--- config.mk ---
export PLATFORM = sky130hd
export DESIGN_NAME = comps_monitor
export DESIGN_NICKNAME = d
export VERILOG_FILES = /design/src/rtl/comps_monitor.sv
export SDC_FILE = /design/constraint.sdc
export NUM_CORES = 1
export LEC_CHECK = 0
export ABC_AREA = 1
export CORE_MARGIN = 5
export CORE_UTILIZATION = 50
export CTS_BUF_LIST = sky130_fd_sc_hd__clkbuf_4
export DETAILED_ROUTE_END_ITERATION = 10
export PLACE_DENSITY = 0.78
export SYNTH_ARGS = -nofsm -noshare
export SYNTH_HDL_FRONTEND = slang
export SYNTH_SLANG_ARGS = --single-unit
export TNS_END_PERCENT = 50
--- constraint.sdc ---
create_clock -name clk -period 1.2 [get_ports clk]
set_input_delay 0.24 -clock clk [delete_from_list [all_inputs] [get_ports clk]]
set_output_delay 0.24 -clock clk [all_outputs]
set_load 0.05 [all_outputs]
--- src/rtl/comps_monitor.sv ---
// comps_monitor: tracks heartbeats from five computers and reports which are offline.
// Latency: hb edge first captured at clk k -> comps at k+3; silence -> comps[i]=1 TIMEOUT+1 edges after the FSM took the last edge.
// Backpressure: none; inputs are sampled every cycle and outputs are free-running registered status.
module comps_monitor #(
  parameter int TIMEOUT = 1000,
  parameter int CNT_W   = 16
) (
  input  logic       clk,
  input  logic       rst_n,
  input  logic [4:0] hb,
  input  logic [4:0] en,
  output logic [4:0] comps,
  output logic       changed
);

  localparam int NCH = 5;
  localparam logic [CNT_W-1:0] LP_CNT_LAST = CNT_W'(TIMEOUT - 1);
  localparam logic [CNT_W-1:0] LP_CNT_ONE  = CNT_W'(1);

  typedef enum logic [1:0] {
    ST_OFFLINE = 2'd0,
    ST_PENDING = 2'd1,
    ST_ONLINE  = 2'd2
  } state_t;

  // hb synchronizer chain: s1/s2 resolve metastability, s3 delays for edge detect
  logic [NCH-1:0]   r_s1;
  logic [NCH-1:0]   r_s2;
  logic [NCH-1:0]   r_s3;
  logic [NCH-1:0]   w_edge;

  state_t           r_state     [NCH];
  state_t           w_state_nxt [NCH];
  logic [CNT_W-1:0] r_cnt       [NCH];
  logic [CNT_W-1:0] w_cnt_nxt   [NCH];

  logic [NCH-1:0]   w_comps_nxt;
  logic [NCH-1:0]   r_comps;
  logic             r_changed;

  // A held-high line yields exactly one edge because s3 catches up after one cycle.
  assign w_edge = r_s2 & ~r_s3;

  // Bring the asynchronous heartbeat lines into the clk domain.
  always_ff @(posedge clk or negedge rst_n) begin
    if (!rst_n) begin
      r_s1 <= '0;
      r_s2 <= '0;
      r_s3 <= '0;
    end else begin
      r_s1 <= hb;
      r_s2 <= r_s1;
      r_s3 <= r_s2;
    end
  end

  // Per-channel qualification and timeout: two edges to come online, silence drops it.
  always_comb begin
    for (int i = 0; i < NCH; i++) begin
      w_state_nxt[i] = r_state[i];
      w_cnt_nxt[i]   = r_cnt[i];
      if (!en[i]) begin
        // Disabled channels are parked offline regardless of heartbeat activity.
        w_state_nxt[i] = ST_OFFLINE;
        w_cnt_nxt[i]   = '0;
      end else begin
        case (r_state[i])
          ST_OFFLINE: begin
            w_cnt_nxt[i] = '0;
            if (w_edge[i]) begin
              w_state_nxt[i] = ST_PENDING;
            end
          end
          ST_PENDING, ST_ONLINE: begin
            // An edge arriving on the timeout cycle still counts: edge has priority.
            if (w_edge[i]) begin
              w_state_nxt[i] = ST_ONLINE;
              w_cnt_nxt[i]   = '0;
            end else if (r_cnt[i] == LP_CNT_LAST) begin
              w_state_nxt[i] = ST_OFFLINE;
              w_cnt_nxt[i]   = '0;
            end else begin
              w_cnt_nxt[i]   = r_cnt[i] + LP_CNT_ONE;
            end
          end
          default: begin
            w_state_nxt[i] = ST_OFFLINE;
            w_cnt_nxt[i]   = '0;
          end
        endcase
      end
    end
  end

  // Channel state and timeout counter registers.
  always_ff @(posedge clk or negedge rst_n) begin
    if (!rst_n) begin
      for (int i = 0; i < NCH; i++) begin
        r_state[i] <= ST_OFFLINE;
        r_cnt[i]   <= '0;
      end
    end else begin
      for (int i = 0; i < NCH; i++) begin
        r_state[i] <= w_state_nxt[i];
        r_cnt[i]   <= w_cnt_nxt[i];
      end
    end
  end

  // Status vector decoded purely from the state register: 0 = online.
  always_comb begin
    w_comps_nxt = '1;
    for (int i = 0; i < NCH; i++) begin
      w_comps_nxt[i] = (r_state[i] != ST_ONLINE);
    end
  end

  // Register the status and flag any change with a single one-cycle pulse.
  always_ff @(posedge clk or negedge rst_n) begin
    if (!rst_n) begin
      r_comps   <= '1;
      r_changed <= 1'b0;
    end else begin
      r_comps   <= w_comps_nxt;
      r_changed <= (w_comps_nxt != r_comps);
    end
  end

  assign comps   = r_comps;
  assign changed = r_changed;

endmodule

==> results of run 1 <==
power by group:
part	internal [uW]	total [uW]	switching, uW	leakage, uW
registers	3990	4160	173	0.00148
clock network	891	2260	1370	0.0000929
logic	1450	3180	1730	0.00235
registers in the layout, indices dropped and copies added, names as in the netlist:
name     flops
changed      1
comps        5
r_cnt       80
r_s1         5
r_s2         5
r_s3         5
r_state     10
routing by layer:
| layer | global-route usage | vias to the layer above | routed length (um) |
|---|---|---|---|
| li1 | - | 2765 | - |
| met1 | 0.263 | 2870 | 6890 |
| met2 | 0.376 | 233 | 9200 |
| met3 | 0.0458 | 72 | 939 |
| met4 | 0.0731 | 0 | 721 |
| met5 | 0 | - | 0 |
cell usage after synthesis (all sizes together):
cell type,n
a21oi,16
a31oi,6
buf,5
dfrtp,106
dfstp,5
ha,20
inv,122
nand2,208
nand3,42
nand3b,4
nand4,10
nor2,158
nor3,41
nor3b,1
o21ai,9
o21bai,1
or2,5
or3,3
xnor2,5
xor2,6
cell usage in the layout (no fill, tap or decap), types with 2 or more instances in the layout:
master                            Yosys  routed
sky130_fd_sc_hd__dfrtp_2              0       2
sky130_fd_sc_hd__ha_4                 0       5
sky130_fd_sc_hd__nand4_1             10      10
sky130_fd_sc_hd__nand2_4              1      17
sky130_fd_sc_hd__clkdlybuf4s50_1      0      10
sky130_fd_sc_hd__nor3_4               2       5
sky130_fd_sc_hd__o21ai_0              9       8
sky130_fd_sc_hd__a31oi_1              6       6
sky130_fd_sc_hd__ha_1                20      12
sky130_fd_sc_hd__nand3_2              2       6
sky130_fd_sc_hd__xor2_1               6       5
sky130_fd_sc_hd__a21oi_2              0       2
sky130_fd_sc_hd__dfstp_2              5       5
sky130_fd_sc_hd__nor2_2               3      33
sky130_fd_sc_hd__nor2_1             151     108
sky130_fd_sc_hd__bufinv_16            0       2
sky130_fd_sc_hd__ha_2                 0       3
sky130_fd_sc_hd__buf_4                2     141
sky130_fd_sc_hd__or3_1                3       3
sky130_fd_sc_hd__inv_2                1      18
sky130_fd_sc_hd__xnor2_1              5       4
sky130_fd_sc_hd__nand3_1             40      35
sky130_fd_sc_hd__nor3_2               2      22
sky130_fd_sc_hd__clkbuf_4             0      10
sky130_fd_sc_hd__nor3_1              37      14
sky130_fd_sc_hd__nand2_2              8      43
sky130_fd_sc_hd__inv_8                0       3
sky130_fd_sc_hd__or2_2                5       4
sky130_fd_sc_hd__a21oi_1             16      14
sky130_fd_sc_hd__buf_12               0      10
sky130_fd_sc_hd__nand2_8              0       2
sky130_fd_sc_hd__inv_1              121      99
sky130_fd_sc_hd__inv_6                0       3
sky130_fd_sc_hd__dfrtp_1            106     104
sky130_fd_sc_hd__nand2_1            199     147
sky130_fd_sc_hd__buf_6                3      16
sky130_fd_sc_hd__nor2_4               4      17
sky130_fd_sc_hd__nand3b_1             4       4
per-stage QoR:
step,power (uW),utilization
finish,9600,0.737
global placement,6260,0.644
CTS,8950,0.697
global route,10000,0.737
floorplan,5350,-
detailed placement,6340,0.644
what timing repair did:
action,CTS,global route
endpoints found under the setup margin,97,97
hold endpoints to repair,109,0
gates cloned,2,0
hold buffers,1,0
buffers inserted,15,8
pin swaps,29,40
resized for setup,93,112
critical path, stage by stage, from the launching register on:
cell and delay, ps:
sky130_fd_sc_hd__dfrtp_1 400, sky130_fd_sc_hd__inv_1 100, sky130_fd_sc_hd__ha_4 290, sky130_fd_sc_hd__nand3_2 90, sky130_fd_sc_hd__inv_2 110, sky130_fd_sc_hd__nand2_8 100
sky130_fd_sc_hd__buf_6 140, sky130_fd_sc_hd__nor3_2 200
logic make-up after synthesis:
kind of cell | Yosys count | share of synthesized area
adder cells (fa/ha/maj) | 20 | 0.0427
AND/OR/NAND/NOR | 472 | 0.350
flip-flops | 111 | 0.476
AO/OA/AOI/OAI | 32 | 0.0291
XOR/XNOR | 11 | 0.0165
buffers and inverters | 127 | 0.0866
layout make-up:
cell class | count | area, um^2
fill | 726 | 3010
clock inverter | 6 | 93.8
inverter | 122 | 485
tap | 143 | 179
multi-input combinational | 536 | 3240
sequential | 111 | 2790
clock buffer | 10 | 75.1
timing repair buffer | 180 | 1590
antenna | 1 | 2.50
how the worst max path moves through the flow:
stage | from | end | slack, ps | cells past startpoint
2_1_floorplan | r_cnt[16] | r_cnt[30] | -40 | 10
3_3_place_gp | en[1] | r_cnt[61] | -190 | 7
3_5_place_dp | en[1] | r_cnt[60] | -220 | 7
4_1_cts | comps[0] | comps[0] | -390 | 2
5_1_grt | r_state[8] | r_cnt[72] | -380 | 7
6_report | r_state[1] | r_cnt[5] | -320 | 7
==> report_table.html, run 1 <==
<table>
<tr><th>Metric</th><th>Value</th></tr>
<tr><th colspan="2">Setup path</th></tr>
<tr><td>Worst path required time</td><td>1630 ps</td></tr>
<tr><td>Critical path class</td><td>reg -&gt; reg</td></tr>
<tr><td>Worst R2R Path Depth</td><td>7</td></tr>
<tr><td>Kind of start point of the critical path</td><td>flip-flop</td></tr>
<tr><td>Worst endpoint data arrival time</td><td>1950 ps</td></tr>
<tr><td>R2R Path Start</td><td>r_state[1]</td></tr>
<tr><td>Largest fanout of any net on the critical path</td><td>7</td></tr>
<tr><td>R2r endpoint</td><td>r_cnt[5]</td></tr>
<tr><td>Setup slack, reg-to-reg</td><td>-320 ps</td></tr>
<tr><td>Setup crit end kind</td><td>flip-flop</td></tr>
<tr><th colspan="2">Yosys</th></tr>
<tr><td>Number of nets in the synthesized netlist</td><td>805</td></tr>
<tr><td>Mean cell area of the mapped netlist</td><td>7.57 um^2</td></tr>
<tr><td>Yosys cell types</td><td>29</td></tr>
<tr><td>Top cell type's share of synthesized area</td><td>0.453</td></tr>
<tr><td>Cell type contributing the most total cell area after synthesis</td><td>sky130_fd_sc_hd__dfrtp_1</td></tr>
<tr><td>Synth area leaders</td><td>sky130_fd_sc_hd__dfrtp_1 45%, sky130_fd_sc_hd__nand2_1 13%, sky130_fd_sc_hd__nor2_1 9.7%</td></tr>
<tr><td>Post-synthesis instance total</td><td>773</td></tr>
<tr><td>Number of warnings issued by yosys</td><td>0</td></tr>
<tr><td>Fraction of the yosys area taken by sequential cells</td><td>0.476</td></tr>
<tr><td>Netlist area before placement</td><td>5850 um^2</td></tr>
<tr><td>#FFs+latches synth</td><td>111</td></tr>
<tr><th colspan="2">Place</th></tr>
<tr><td>Worst slack, placed</td><td>-224 ps</td></tr>
<tr><td>Detailed placer's ending HPWL</td><td>9680 um</td></tr>
<tr><td>Number of placed instances, taps included</td><td>1067</td></tr>
<tr><td>Area post-placement</td><td>7380 um^2</td></tr>
<tr><td>GPL Wtd Cong</td><td>0.880</td></tr>
<tr><td>Count of buffers from port buffering</td><td>17</td></tr>
<tr><th colspan="2">Final layout</th></tr>
<tr><td>Cell area after layout</td><td>8460 um^2</td></tr>
<tr><td>Number of nets in the final layout</td><td>992</td></tr>
<tr><td>Share of cells above drive strength 1</td><td>0.392</td></tr>
<tr><td>Count of placed standard cells in the final layout, fillers left out</td><td>1109</td></tr>
<tr><td>Layout Area Growth over Synthesis</td><td>44.4%</td></tr>
<tr><th colspan="2">Clocking</th></tr>
<tr><td>Total number of clock tree sinks</td><td>111</td></tr>
<tr><td>Clock root cell</td><td>sky130_fd_sc_hd__clkbuf_4</td></tr>
<tr><td>Number of buffers created by CTS</td><td>9</td></tr>
<tr><td>Clock-pin slew reported for the worst setup and hold paths after clock tree synthesis</td><td>190 ps</td></tr>
<tr><td>CTS tree</td><td>done</td></tr>
<tr><td>Number of H-tree levels</td><td>3</td></tr>
<tr><td>Clock insertion delay at the later pin of the skew report</td><td>510 ps</td></tr>
<tr><td>CTS Buffer Depth</td><td>2</td></tr>
<tr><th colspan="2">Timing</th></tr>
<tr><td>Endpoints failing setup</td><td>97</td></tr>
<tr><td>Final worst-path cycle share</td><td>1.27</td></tr>
<tr><td>Number of max-slew violations in the final report</td><td>0</td></tr>
<tr><td>Fin worst setup slack</td><td>-322 ps</td></tr>
<tr><td>Largest clock skew in the final design</td><td>28.0 ps</td></tr>
<tr><td>Slew at the pin closest to its max-slew limit</td><td>399 ps</td></tr>
<tr><td>Period minus WS final</td><td>1520 ps</td></tr>
<tr><td>Number of failing hold endpoints at the final stage</td><td>0</td></tr>
<tr><td>Unrepaired setup endpoints after global routing</td><td>true</td></tr>
<tr><td>Hold WS</td><td>138 ps</td></tr>
<tr><td>Headroom to the max-slew limit</td><td>0.732</td></tr>
<tr><td>Max Clock Freq</td><td>657 MHz</td></tr>
<tr><td>Total negative setup slack</td><td>-18230 ps</td></tr>
<tr><th colspan="2">Drt</th></tr>
<tr><td>Post-route antenna net violation count</td><td>0</td></tr>
<tr><td>Via count</td><td>5940</td></tr>
<tr><td>DRC errors left</td><td>0</td></tr>
<tr><td>Length of the first detailed-routing pass in iterations</td><td>5</td></tr>
<tr><td>DR iter-0 viols</td><td>486</td></tr>
<tr><td>Routed length per placed instance</td><td>16.0 um</td></tr>
<tr><td>Total routed wirelength</td><td>17700 um</td></tr>
<tr><td>Detail-routed via count per cell</td><td>5.36</td></tr>
<tr><th colspan="2">Floorplan</th></tr>
<tr><td>Std-Cell Core Area</td><td>11500 um^2</td></tr>
<tr><td>Placement row count</td><td>39</td></tr>
<tr><td>Number of top-level pins</td><td>18</td></tr>
<tr><td>DIE AREA</td><td>14000 um^2</td></tr>
<tr><td>Die Wd</td><td>118 um</td></tr>
<tr><td>Starting utilization of the core area</td><td>0.511</td></tr>
<tr><td>Die extent in y</td><td>118 um</td></tr>
<tr><th colspan="2">Min path</th></tr>
<tr><td>Origin of the worst min-delay path</td><td>hb[4]</td></tr>
<tr><td>Path type of the worst min-delay path</td><td>in -&gt; reg</td></tr>
<tr><td>Endpoint of the worst hold-timing path</td><td>r_s1[4]</td></tr>
<tr><td>Hold Crit Depth</td><td>1</td></tr>
<tr><th colspan="2">Global route</th></tr>
<tr><td>Number of global-route vias before repair</td><td>5611</td></tr>
<tr><td>GRT Residual Overflow</td><td>0</td></tr>
<tr><td>Antenna violations before repair</td><td>1</td></tr>
<tr><td>Pin count of the biggest net entering global routing</td><td>25</td></tr>
<tr><td>Global-route wire length before repair</td><td>25000 um</td></tr>
<tr><td>Global-route usage over all layers</td><td>0.215</td></tr>
<tr><th colspan="2">Power</th></tr>
<tr><td>PD cells</td><td>1140 nW/um^2</td></tr>
<tr><td>Static power due to leakage</td><td>0.00393 uW</td></tr>
<tr><td>Peak ir drop on the vdd network</td><td>921 uV</td></tr>
<tr><th colspan="2">Job</th></tr>
<tr><td>Max-capacitance violation count</td><td>0</td></tr>
<tr><th colspan="2">Status</th></tr>
<tr><td>Outcome</td><td>finished, violations left</td></tr>
<tr><td>Violations in the final reports</td><td>negative setup slack</td></tr>
</table>
Note: power is estimated with default switching activity, not from simulation.
==> run 2, diff against run 1 <==
- CTS_CLUSTER_SIZE: default -> 8
==> results of run 2 <==
The final DEF is identical to that of run 1; final timing and power are the same.
==> run 3, diff against run 2 <==
- CTS_CLUSTER_SIZE: 8 -> default
- PLACE_DENSITY: 0.78 -> default
- PLACE_DENSITY_LB_ADDON: default -> 0.12
- RECOVER_POWER: default -> 100
==> run 3 against run 2 <==
Routed wire length shrank 22%. Clock skew decreased by 4.4 ps. The flow still finishes with violations (negative setup slack). Power shrank 8.9%. Worst hold slack improved by 45 ps. Largest cell class unchanged. Clock-buffer cell count fell by 1.
==> report_table.html, run 3 (same netlist as run 1, synthesis figures left out) <==
<table>
<tr><th>Metric</th><th>Value</th></tr>
<tr><th colspan="2">Global route</th></tr>
<tr><td>Pin count of the biggest net entering global routing</td><td>34 (+36%)</td></tr>
<tr><td>Global-route usage over all layers</td><td>0.197 (-0.0179)</td></tr>
<tr><td>GRT Residual Overflow</td><td>0 (unchanged)</td></tr>
<tr><td>Number of global-route vias before repair</td><td>5299 (-5.6%)</td></tr>
<tr><td>Antenna violations before repair</td><td>1 (unchanged)</td></tr>
<tr><td>Global-route wire length before repair</td><td>23100 um (-7.6%)</td></tr>
<tr><th colspan="2">Final layout</th></tr>
<tr><td>Layout Area Growth over Synthesis</td><td>43.1%</td></tr>
<tr><td>Flip-flop count of the largest register after layout</td><td>80 (unchanged)</td></tr>
<tr><td>Registers with the most flip-flops</td><td>r_cnt (80), r_state (10)</td></tr>
<tr><td>Share of cells above drive strength 1</td><td>0.376 (-0.0157)</td></tr>
<tr><td>Most flops, register</td><td>r_cnt</td></tr>
<tr><td>Fillers</td><td>876 (+21%)</td></tr>
<tr><td>Most common library cell in the layout ignoring fill and taps</td><td>sky130_fd_sc_hd__nand2_1</td></tr>
<tr><td>Number of nets in the final layout</td><td>1003 (+1.1%)</td></tr>
<tr><td>Cell area after layout</td><td>8380 um^2 (-0.95%)</td></tr>
<tr><td>Most used cells in the layout excluding fill and tap cells</td><td>153 x sky130_fd_sc_hd__nand2_1, 142 x sky130_fd_sc_hd__buf_4, 113 x sky130_fd_sc_hd__nor2_1</td></tr>
<tr><th colspan="2">Power</th></tr>
<tr><td>PD cells</td><td>1040 nW/um^2 (-8.0%)</td></tr>
<tr><td>Peak ir drop on the vdd network</td><td>1030 uV (+11%)</td></tr>
<tr><td>Total power</td><td>8750 uW (-8.9%)</td></tr>
<tr><td>Internal power consumption</td><td>5800 uW (-8.4%)</td></tr>
<tr><td>NetSw</td><td>2950 uW (-10%)</td></tr>
<tr><td>Power share of the combinational group</td><td>0.319 (-0.012)</td></tr>
<tr><td>Part of the total power dissipated in sequential elements</td><td>0.475 (+0.042)</td></tr>
<tr><td>Static power due to leakage</td><td>0.00397 uW (+0.93%)</td></tr>
<tr><td>Clock share of power</td><td>0.206 (-0.030)</td></tr>
<tr><td>Net switching share of the total power</td><td>0.337 (-0.00390)</td></tr>
<tr><th colspan="2">Timing</th></tr>
<tr><td>Headroom to the max-slew limit</td><td>0.698 (-0.0333)</td></tr>
<tr><td>Number of failing hold endpoints at the final stage</td><td>0 (unchanged)</td></tr>
<tr><td>Slew at the pin closest to its max-slew limit</td><td>453 ps (+53.1 ps)</td></tr>
<tr><td>Final worst-path cycle share</td><td>1.24 (-0.0233)</td></tr>
<tr><td>Period minus WS final</td><td>1490 ps (-27.9 ps)</td></tr>
<tr><td>Unrepaired setup endpoints after global routing</td><td>true</td></tr>
<tr><td>Number of max-slew violations in the final report</td><td>0 (unchanged)</td></tr>
<tr><td>Max Clock Freq</td><td>669 MHz (+1.9%)</td></tr>
<tr><td>Total negative setup slack</td><td>-16120 ps (+2110 ps)</td></tr>
<tr><td>Endpoints failing setup</td><td>97 (unchanged)</td></tr>
<tr><td>Largest clock skew in the final design</td><td>23.6 ps (-4.43 ps)</td></tr>
<tr><td>Fin worst setup slack</td><td>-294 ps (+27.9 ps)</td></tr>
<tr><td>Hold WS</td><td>184 ps (+45.4 ps)</td></tr>
<tr><th colspan="2">Drt</th></tr>
<tr><td>DRC errors left</td><td>0 (unchanged)</td></tr>
<tr><td>Length of the first detailed-routing pass in iterations</td><td>5 (unchanged)</td></tr>
<tr><td>Post-route antenna net violation count</td><td>0 (unchanged)</td></tr>
<tr><td>DR iter-0 viols</td><td>217 (-55%)</td></tr>
<tr><td>Routed length per placed instance</td><td>12.3 um (-23%)</td></tr>
<tr><td>Total routed wirelength</td><td>13800 um (-22%)</td></tr>
<tr><td>Via count</td><td>5419 (-8.8%)</td></tr>
<tr><td>Detail-routed via count per cell</td><td>4.83 (-9.7%)</td></tr>
<tr><th colspan="2">Floorplan</th></tr>
<tr><td>Starting utilization of the core area</td><td>0.511 (unchanged)</td></tr>
<tr><td>DIE AREA</td><td>14000 um^2 (unchanged)</td></tr>
<tr><td>Std-Cell Core Area</td><td>11500 um^2 (unchanged)</td></tr>
<tr><td>Die Wd</td><td>118 um (unchanged)</td></tr>
<tr><td>Die extent in y</td><td>118 um (unchanged)</td></tr>
<tr><td>Placement row count</td><td>39 (unchanged)</td></tr>
<tr><td>Number of top-level pins</td><td>18 (unchanged)</td></tr>
<tr><th colspan="2">Clocking</th></tr>
<tr><td>Number of H-tree levels</td><td>3 (unchanged)</td></tr>
<tr><td>Clock insertion delay at the later pin of the skew report</td><td>500 ps (about the same)</td></tr>
<tr><td>CTS Buffer Depth</td><td>2 (unchanged)</td></tr>
<tr><td>Total number of clock tree sinks</td><td>111 (unchanged)</td></tr>
<tr><td>Number of buffers created by CTS</td><td>9 (unchanged)</td></tr>
<tr><td>CTS tree</td><td>done</td></tr>
<tr><td>Clock-pin slew reported for the worst setup and hold paths after clock tree synthesis</td><td>180 ps (about the same)</td></tr>
<tr><td>Clock root cell</td><td>sky130_fd_sc_hd__clkbuf_4</td></tr>
<tr><th colspan="2">Place</th></tr>
<tr><td>Count of buffers from port buffering</td><td>17 (unchanged)</td></tr>
<tr><td>Worst slack, placed</td><td>-279 ps (-55.4 ps)</td></tr>
<tr><td>Detailed placer's ending HPWL</td><td>9480 um (-2.2%)</td></tr>
<tr><td>GPL Wtd Cong</td><td>0.870 (-1.2%)</td></tr>
<tr><td>Area post-placement</td><td>7490 um^2 (+1.4%)</td></tr>
<tr><th colspan="2">Setup path</th></tr>
<tr><td>Delay-heaviest family, CP</td><td>flip-flops</td></tr>
<tr><td>Kind of start point of the critical path</td><td>flip-flop</td></tr>
<tr><td>Setup slack, reg-to-reg</td><td>-270 ps (+50 ps)</td></tr>
<tr><td>Critical path's slowest cell</td><td>sky130_fd_sc_hd__dfstp_2</td></tr>
<tr><td>Worst R2R Path Depth</td><td>11 (+4)</td></tr>
<tr><td>R2R Path Start</td><td>r_cnt[64]</td></tr>
<tr><td>Delay of the slowest cell on the worst path</td><td>610 ps (+210 ps)</td></tr>
<tr><td>R2r endpoint</td><td>r_state[9]</td></tr>
<tr><td>Worst path bufs/invs</td><td>1 (-2)</td></tr>
<tr><td>Critical path class</td><td>reg -&gt; out</td></tr>
<tr><td>Setup crit end kind</td><td>output pin</td></tr>
<tr><td>Worst endpoint data arrival time</td><td>1250 ps (-700 ps)</td></tr>
<tr><td>Series of cell instances along the critical path</td><td>buf_12</td></tr>
<tr><td>Worst path required time</td><td>960 ps (-670 ps)</td></tr>
<tr><td>Largest fanout of any net on the critical path</td><td>3 (-4)</td></tr>
<tr><th colspan="2">Job</th></tr>
<tr><td>Max-capacitance violation count</td><td>0 (unchanged)</td></tr>
<tr><th colspan="2">Status</th></tr>
<tr><td>Violations in the final reports</td><td>negative setup slack</td></tr>
<tr><td>Outcome</td><td>finished, violations left</td></tr>
<tr><th colspan="2">Min path</th></tr>
<tr><td>Path type of the worst min-delay path</td><td>in -&gt; async</td></tr>
</table>
-- run 3: changes by cell type in the layout (fill, tap and decap cells not counted), moves of 5 or more --
cell and change:
sky130_fd_sc_hd__nand2_1 +6, sky130_fd_sc_hd__nor2_1 +5, sky130_fd_sc_hd__clkdlybuf4s50_1 -5, sky130_fd_sc_hd__dlygate4sd3_1 +5
-- run 3: routing by layer --
metal,global-route usage,vias to the layer above,routed length [um]
met4,0.0516,0,197
met1,0.233,2542,5760
li1,-,2793,-
met2,0.361,71,7420
met5,0,-,0
met3,0.0420,13,400
-- run 3: layout make-up --
cell class                 count  area, um^2  area share
sequential                   111        2790       0.333
multi-input combinational    536        3140       0.374
inverter                     122         483      0.0577
clock inverter                 7        63.8     0.00762
clock buffer                   9        67.6     0.00807
antenna                        2        5.00    0.000598
timing repair buffer         191        1660       0.198
tap                          143         179      0.0214
-- run 3: repair_timing --
action / CTS / global route
buffers inserted: 17 / 8
endpoints found under the hold margin: 107 / 0
gates cloned: 2 / 0
pin swaps: 28 / 49
endpoints found under the setup margin: 97 / 97
hold buffers: 1 / 0
resized for setup: 67 / 111
-- run 3: power by group through the flow --
stage	clock network, uW	logic [uW]	registers [uW]
floorplan	0	1020	4340
global placement	0	2110	4190
detailed placement	0	2200	4200
CTS	1870	2610	4140
global route	2030	3070	4180
finish	1800	2790	4160
-- run 3: stage by stage --
stage | cells | util
after floorplan | 773 | -
after global placement | 1076 | 0.653
after detailed placement | 1076 | 0.653
after CTS | 1112 | 0.698
after global routing | 1121 | 0.730
final | 1121 | 0.730
-- run 3: how the worst max path moves through the flow --
stage	start	endpoint	slack (ps)	cells past startpoint
5_1_grt	comps[1]	comps[1]	-360	1
2_1_floorplan	r_cnt[16]	r_cnt[30]	-40	10
3_5_place_dp	en[3]	r_cnt[31]	-280	7
4_1_cts	comps[1]	comps[1]	-340	1
6_report	comps[1]	comps[1]	-290	1
3_3_place_gp	en[3]	r_cnt[27]	-260	7
